**src/rtl/xf100_ifu_fq_if.sv**
```systemverilog
// rtl/xf100_ifu_fq_if.sv - fetch unit bundle: memory request/response, redirect/halt and decode handshake
interface xf100_ifu_fq_if #(
  parameter int PC_SIZE    = 32,
  parameter int INSTR_SIZE = 32,
  parameter int FQ_DEPTH   = 4
);
  localparam int CW = $clog2(FQ_DEPTH) + 1;

  logic                  ifu_i_halt;
  logic                  ifu_i_redir_valid;
  logic [PC_SIZE-1:0]    ifu_i_redir_pc;
  logic                  ifu_o_req_valid;
  logic                  ifu_i_req_ready;
  logic [PC_SIZE-1:0]    ifu_o_req_addr;
  logic                  ifu_i_rsp_valid;
  logic [INSTR_SIZE-1:0] ifu_i_rsp_instr;
  logic                  ifu_o_valid;
  logic                  ifu_i_ready;
  logic [INSTR_SIZE-1:0] ifu_o_instr;
  logic [PC_SIZE-1:0]    ifu_o_pc;
  logic [CW-1:0]         ifu_o_fq_cnt;

  modport master (
    input  ifu_i_halt, ifu_i_redir_valid, ifu_i_redir_pc, ifu_i_req_ready,
           ifu_i_rsp_valid, ifu_i_rsp_instr, ifu_i_ready,
    output ifu_o_req_valid, ifu_o_req_addr, ifu_o_valid, ifu_o_instr,
           ifu_o_pc, ifu_o_fq_cnt
  );

  modport slave (
    output ifu_i_halt, ifu_i_redir_valid, ifu_i_redir_pc, ifu_i_req_ready,
           ifu_i_rsp_valid, ifu_i_rsp_instr, ifu_i_ready,
    input  ifu_o_req_valid, ifu_o_req_addr, ifu_o_valid, ifu_o_instr,
           ifu_o_pc, ifu_o_fq_cnt
  );
endinterface

```
**src/rtl/xf100_ifu_fq.sv**
```systemverilog
// rtl/xf100_ifu_fq.sv - instruction fetch unit: sequential PC, credit-limited requests, fetch queue
module xf100_ifu_fq #(
  parameter int                  PC_SIZE    = 32,
  parameter int                  INSTR_SIZE = 32,
  parameter int                  FQ_DEPTH   = 4,
  parameter logic [PC_SIZE-1:0]  RESET_PC   = '0
) (
  input logic          clk,
  input logic          rst_n,
  xf100_ifu_fq_if.master bus
);
  localparam int AW = $clog2(FQ_DEPTH);
  localparam int CW = AW + 1;

  logic [PC_SIZE-1:0]    pc_q;
  logic [PC_SIZE-1:0]    rsp_pc;
  logic [PC_SIZE-1:0]    redir_tgt;
  logic [CW-1:0]         fq_cnt;
  logic [CW-1:0]         outstanding;
  logic [CW-1:0]         drop_cnt;
  logic [AW-1:0]         wptr;
  logic [AW-1:0]         rptr;
  logic [PC_SIZE-1:0]    pc_mem    [FQ_DEPTH];
  logic [INSTR_SIZE-1:0] instr_mem [FQ_DEPTH];

  logic [CW:0] credit_sum;
  logic        credit_ok;
  logic        req_valid;
  logic        req_fire;
  logic        rsp_take;
  logic        rsp_drop;
  logic        push;
  logic        pop;
  logic        fq_valid;
  logic        unused_redir_bits;

  // queue occupancy plus in-flight requests never exceeds the depth, so every response has a slot
  assign credit_sum = {1'b0, fq_cnt} + {1'b0, outstanding};
  assign credit_ok  = credit_sum < (CW+1)'(FQ_DEPTH);
  assign req_valid  = rst_n && !bus.ifu_i_halt && !bus.ifu_i_redir_valid && credit_ok;
  assign req_fire   = req_valid && bus.ifu_i_req_ready;

  assign rsp_take  = bus.ifu_i_rsp_valid && (outstanding != '0);
  assign rsp_drop  = rsp_take && (drop_cnt != '0);
  assign push      = rsp_take && (drop_cnt == '0) && !bus.ifu_i_redir_valid;
  assign fq_valid  = rst_n && (fq_cnt != '0);
  assign pop       = fq_valid && bus.ifu_i_ready && !bus.ifu_i_redir_valid;
  assign redir_tgt = {bus.ifu_i_redir_pc[PC_SIZE-1:2], 2'b00};
  assign unused_redir_bits = ^bus.ifu_i_redir_pc[1:0];

  assign bus.ifu_o_req_valid = req_valid;
  assign bus.ifu_o_req_addr  = pc_q;
  assign bus.ifu_o_valid     = fq_valid;
  assign bus.ifu_o_instr     = fq_valid ? instr_mem[rptr] : '0;
  assign bus.ifu_o_pc        = fq_valid ? pc_mem[rptr] : '0;
  assign bus.ifu_o_fq_cnt    = rst_n ? fq_cnt : '0;

  always_ff @(posedge clk) begin
    if (!rst_n) begin
      pc_q        <= RESET_PC;
      rsp_pc      <= RESET_PC;
      fq_cnt      <= '0;
      outstanding <= '0;
      drop_cnt    <= '0;
      wptr        <= '0;
      rptr        <= '0;
    end else begin
      outstanding <= outstanding + CW'(req_fire) - CW'(rsp_take);
      if (bus.ifu_i_redir_valid) begin
        fq_cnt   <= '0;
        wptr     <= '0;
        rptr     <= '0;
        pc_q     <= redir_tgt;
        rsp_pc   <= redir_tgt;
        // every request still in flight after this edge must be discarded on return
        drop_cnt <= outstanding - CW'(rsp_take);
      end else begin
        if (req_fire) pc_q <= pc_q + PC_SIZE'(4);
        if (rsp_drop) drop_cnt <= drop_cnt - CW'(1);
        if (push) begin
          wptr   <= wptr + AW'(1);
          rsp_pc <= rsp_pc + PC_SIZE'(4);
        end
        if (pop) rptr <= rptr + AW'(1);
        fq_cnt <= fq_cnt + CW'(push) - CW'(pop);
      end
    end
  end

  always_ff @(posedge clk) begin
    if (rst_n && push) begin
      pc_mem[wptr]    <= rsp_pc;
      instr_mem[wptr] <= bus.ifu_i_rsp_instr;
    end
  end
endmodule

```
**src/flat_wrapper.sv**
```systemverilog
// flat-port wrapper written by rule: the top's interface ports become plain ports
module xf100_ifu_fq_flat 
#(
  parameter int                  PC_SIZE    = 32,
  parameter int                  INSTR_SIZE = 32,
  parameter int                  FQ_DEPTH   = 4,
  parameter logic [PC_SIZE-1:0]  RESET_PC   = '0
)
  (clk, rst_n, bus_ifu_i_halt, bus_ifu_i_redir_valid, bus_ifu_i_redir_pc, bus_ifu_i_req_ready, bus_ifu_i_rsp_valid, bus_ifu_i_rsp_instr, bus_ifu_i_ready, bus_ifu_o_req_valid, bus_ifu_o_req_addr, bus_ifu_o_valid, bus_ifu_o_instr, bus_ifu_o_pc, bus_ifu_o_fq_cnt);
  xf100_ifu_fq_if #(.PC_SIZE(PC_SIZE), .INSTR_SIZE(INSTR_SIZE), .FQ_DEPTH(FQ_DEPTH)) bus_i ();
  input logic clk;
  input logic rst_n;
  input wire logic [$bits(bus_i.ifu_i_halt)-1:0] bus_ifu_i_halt;
  input wire logic [$bits(bus_i.ifu_i_redir_valid)-1:0] bus_ifu_i_redir_valid;
  input wire logic [$bits(bus_i.ifu_i_redir_pc)-1:0] bus_ifu_i_redir_pc;
  input wire logic [$bits(bus_i.ifu_i_req_ready)-1:0] bus_ifu_i_req_ready;
  input wire logic [$bits(bus_i.ifu_i_rsp_valid)-1:0] bus_ifu_i_rsp_valid;
  input wire logic [$bits(bus_i.ifu_i_rsp_instr)-1:0] bus_ifu_i_rsp_instr;
  input wire logic [$bits(bus_i.ifu_i_ready)-1:0] bus_ifu_i_ready;
  output wire logic [$bits(bus_i.ifu_o_req_valid)-1:0] bus_ifu_o_req_valid;
  output wire logic [$bits(bus_i.ifu_o_req_addr)-1:0] bus_ifu_o_req_addr;
  output wire logic [$bits(bus_i.ifu_o_valid)-1:0] bus_ifu_o_valid;
  output wire logic [$bits(bus_i.ifu_o_instr)-1:0] bus_ifu_o_instr;
  output wire logic [$bits(bus_i.ifu_o_pc)-1:0] bus_ifu_o_pc;
  output wire logic [$bits(bus_i.ifu_o_fq_cnt)-1:0] bus_ifu_o_fq_cnt;
  assign bus_i.ifu_i_halt = bus_ifu_i_halt;
  assign bus_i.ifu_i_redir_valid = bus_ifu_i_redir_valid;
  assign bus_i.ifu_i_redir_pc = bus_ifu_i_redir_pc;
  assign bus_i.ifu_i_req_ready = bus_ifu_i_req_ready;
  assign bus_i.ifu_i_rsp_valid = bus_ifu_i_rsp_valid;
  assign bus_i.ifu_i_rsp_instr = bus_ifu_i_rsp_instr;
  assign bus_i.ifu_i_ready = bus_ifu_i_ready;
  assign bus_ifu_o_req_valid = bus_i.ifu_o_req_valid;
  assign bus_ifu_o_req_addr = bus_i.ifu_o_req_addr;
  assign bus_ifu_o_valid = bus_i.ifu_o_valid;
  assign bus_ifu_o_instr = bus_i.ifu_o_instr;
  assign bus_ifu_o_pc = bus_i.ifu_o_pc;
  assign bus_ifu_o_fq_cnt = bus_i.ifu_o_fq_cnt;
  xf100_ifu_fq #(.PC_SIZE(PC_SIZE), .INSTR_SIZE(INSTR_SIZE), .FQ_DEPTH(FQ_DEPTH), .RESET_PC(RESET_PC)) u_core (.clk(clk), .rst_n(rst_n), .bus(bus_i));
endmodule
```
**config.mk**
```make
export PLATFORM = sky130hd
export DESIGN_NAME = xf100_ifu_fq_flat
export DESIGN_NICKNAME = d
export VERILOG_FILES = /design/src/rtl/xf100_ifu_fq_if.sv /design/src/rtl/xf100_ifu_fq.sv /design/src/flat_wrapper.sv
export SDC_FILE = /design/constraint.sdc
export NUM_CORES = 1
export LEC_CHECK = 0
export BUFFER_PORTS_ARGS = -buffer_cell sky130_fd_sc_hd__buf_2
export CAP_MARGIN = 15
export CORE_ASPECT_RATIO = 1.5
export CORE_MARGIN = 1.5
export CORE_UTILIZATION = 52
export CTS_CLUSTER_DIAMETER = 50
export CTS_CLUSTER_SIZE = 24
export DETAILED_ROUTE_END_ITERATION = 10
export PLACE_DENSITY = 0.82
export SLEW_MARGIN = 20
export SYNTH_ARGS = -nofsm -noshare
export SYNTH_HDL_FRONTEND = slang
export SYNTH_SLANG_ARGS = --single-unit
```
**constraint.sdc**
```tcl
create_clock -name clk -period 2.9 [get_ports clk]
set_input_delay 0 -clock clk [delete_from_list [all_inputs] [get_ports clk]]
set_output_delay 0 -clock clk [all_outputs]
set_load 0.1 [all_outputs]
```
==> out/results.ini <==
[sta]
worst_slew_margin_rel_pct=50.3
finClkSkew_ps=16.7
timing.final.crit_share_pct=88.2
rsz0062_at_grt=no
min_period_ps=2560
final-hold-violation-count=0
fmax_mhz=391
worst_pin_slew_ps=745
finalSetupTns_ps=0
slew_viol_final=0
setup_viol=0

[placement]
dp.cells=1394
numPortBuffers=165
place_congestion=0.883
place_hpwl_um=19600

[yosys]
yosys-top-cells-count=248 x edfxtp_1, 75 x dfxtp_1, 64 x nor2b_1
syn_inst=909
yosys_warnings=0
synth_area_leader_cell=edfxtp_1
ys_seq_area_share_pct=65.6
ys_top_cells_by_area=edfxtp_1 55%, dfxtp_1 11%, mux4_2 10%
yosysMostFrequentCell=edfxtp_1
ys_types=63
synth-seq-cells=323
synth_ff_type=edfxtp_1
synth-edff-count=248
netlist_area_mm2=0.0136
async_reset_ff_share_pct=0
synth.avg_cell_area_um2=15.0
synth_top_area_share_pct=54.6

[cells_and_area]
nets=1237
drive_gt1_share_pct=27.6
antenna_cells=0
areaGrowthSynthToFinish_pct=20.3
final_util_pct=63.7
final_cells=1495

[clocking]
cts_tree=built
cts_sinks=323
cts_made_buffers=20
cts.path.max_buffers=3
cts_resized=0
clk_pin_slew_worst_paths_ps=90
clock_latency_ps=520
root_buffer=clkbuf_16
htreeDepth=1
postCtsHoldBufs=65
post_cts_buffers=0

[grt]
busiest_layer=met2
grt.total_usage_pct=21.9
use_met2_pct=40.6
grt_pass1_wl_um=46200
gr-total-overflow=0
grt_max_degree=64
met3_usage_pct=2.27
use_met1_pct=26.4
antenna_found_initial=0
grt_pass1_vias=8660

[die]
die_y_um=201
initial_utilization_pct=53.0
coreArea_mm2=0.0258
die_area_mm2=0.0272
rows=72
num_io_pins=172
die_x_um=135

[job]
cap_violations=0

[setup_path]
end_kind=output port
timing.critical_path.required_ps=2900
start_kind=flop
arrival_ps=2560
crit_fanout=17
critPathKind=flop to output port

[drt]
wirelength_um=29300
ant_nets=0
wire_per_inst_um=19.6
vias=8553
vias_per_cell=5.72
dr.pass1.iters=7
drc=0
drtIter0Drc=606

[hold_path]
hold_path_class=input pin to flop

[power]
peakVddDrop_mv=0.403
leakagePower_uw=0.00585
p_per_area_mw_per_mm2=579

[status]
outcome=complete, no violations

[logic make-up after synthesis]
logic type                 count (synthesis)  share of synthesized area, %
AOI/OAI and AO/OA                        124                          5.89
xor gates and xnor gates                  35                          2.25
adders and majority gates                 18                          1.76
buffers and inverters                     69                          2.20
DFF                                      323                          65.6
muxes                                     67                          10.6
other                                      1                        0.0275
and+or+nand+nor                          272                          11.7
[routing by layer]
metal,vias to the layer above,routed length [um]
li1,3972,-
met5,-,0
met1,4171,11100
met3,61,1560
met4,0,858
met2,349,15800
[flip-flops by register name, indices dropped and copies added, names as in the netlist, 3 cells and up, named ones only]
signal,count
u_core.pc_mem,120
u_core.rsp_pc,30
u_core.bus.ifu_o_req_addr,30
u_core.drop_cnt,3
u_core.outstanding,3
u_core.instr_mem,128
u_core.fq_cnt,3
[worst max-delay path, cell delays in order (launching register included)]
cell,delay [ps]
dfxtp_4,580
buf_4,410
mux4_2,540
nor2b_1,160
buf_2,340
[power breakdown]
part           internal, uW  total, uW  leakage, uW  switching [uW]
registers              5140       5290      0.00287             151
clock network          1480       3020     0.000332            1540
logic                   401       1190      0.00265             793
[placed cells by master (no fill, tap or decap), types with 12 or more instances in the layout]
master	netlist	final
a21oi_1	31	31
and2_1	18	18
buf_2	9	165
buf_4	4	21
clkbuf_16	0	22
dfxtp_1	75	73
dlygate4sd3_1	0	65
edfxtp_1	248	248
ha_1	16	16
inv_1	20	20
mux4_2	62	62
nand2_1	43	43
nand3_1	31	31
nand4_1	21	21
nor2_1	28	28
nor2b_1	64	64
nor3_1	12	12
o21ai_0	33	33
xnor2_1	21	21
xor2_1	14	14
[per-stage QoR]
stage | hold WS [ps] | power (uW) | cell area, um^2 | setup WS, ps
CTS | 11.1 | 9560 | 16400 | 257
global placement | 211 | 6480 | 15100 | 610
finish | 24.4 | 9500 | 16400 | 343
global route | 47.5 | 9830 | 16400 | 169
floorplan | 98.9 | 6210 | 13700 | 339
detailed placement | 217 | 6520 | 15100 | 557
[path summary, 6_finish.rpt]
check	to	depth (start not counted)	slack [ps]	from
max	bus_ifu_o_instr[1]	4	340	flop
min	u_core.rsp_pc[31]	5	20	bus_ifu_i_rsp_valid
max reg2reg	u_core.bus.ifu_o_req_addr[17]	7	540	u_core.fq_cnt[2]
min reg2reg	u_core.wptr[1]	2	510	u_core.wptr[1]
[layout make-up]
| class | count | area [um^2] |
|---|---|---|
| tap | 333 | 417 |
| sequential | 323 | 8950 |
| timing repair buffer | 262 | 1850 |
| fill | 1900 | 9350 |
| multi-input combinational | 520 | 4430 |
| inverter | 21 | 78.8 |
| clock inverter | 8 | 101 |
| clock buffer | 28 | 583 |
Power figures use the tool's default switching activity.
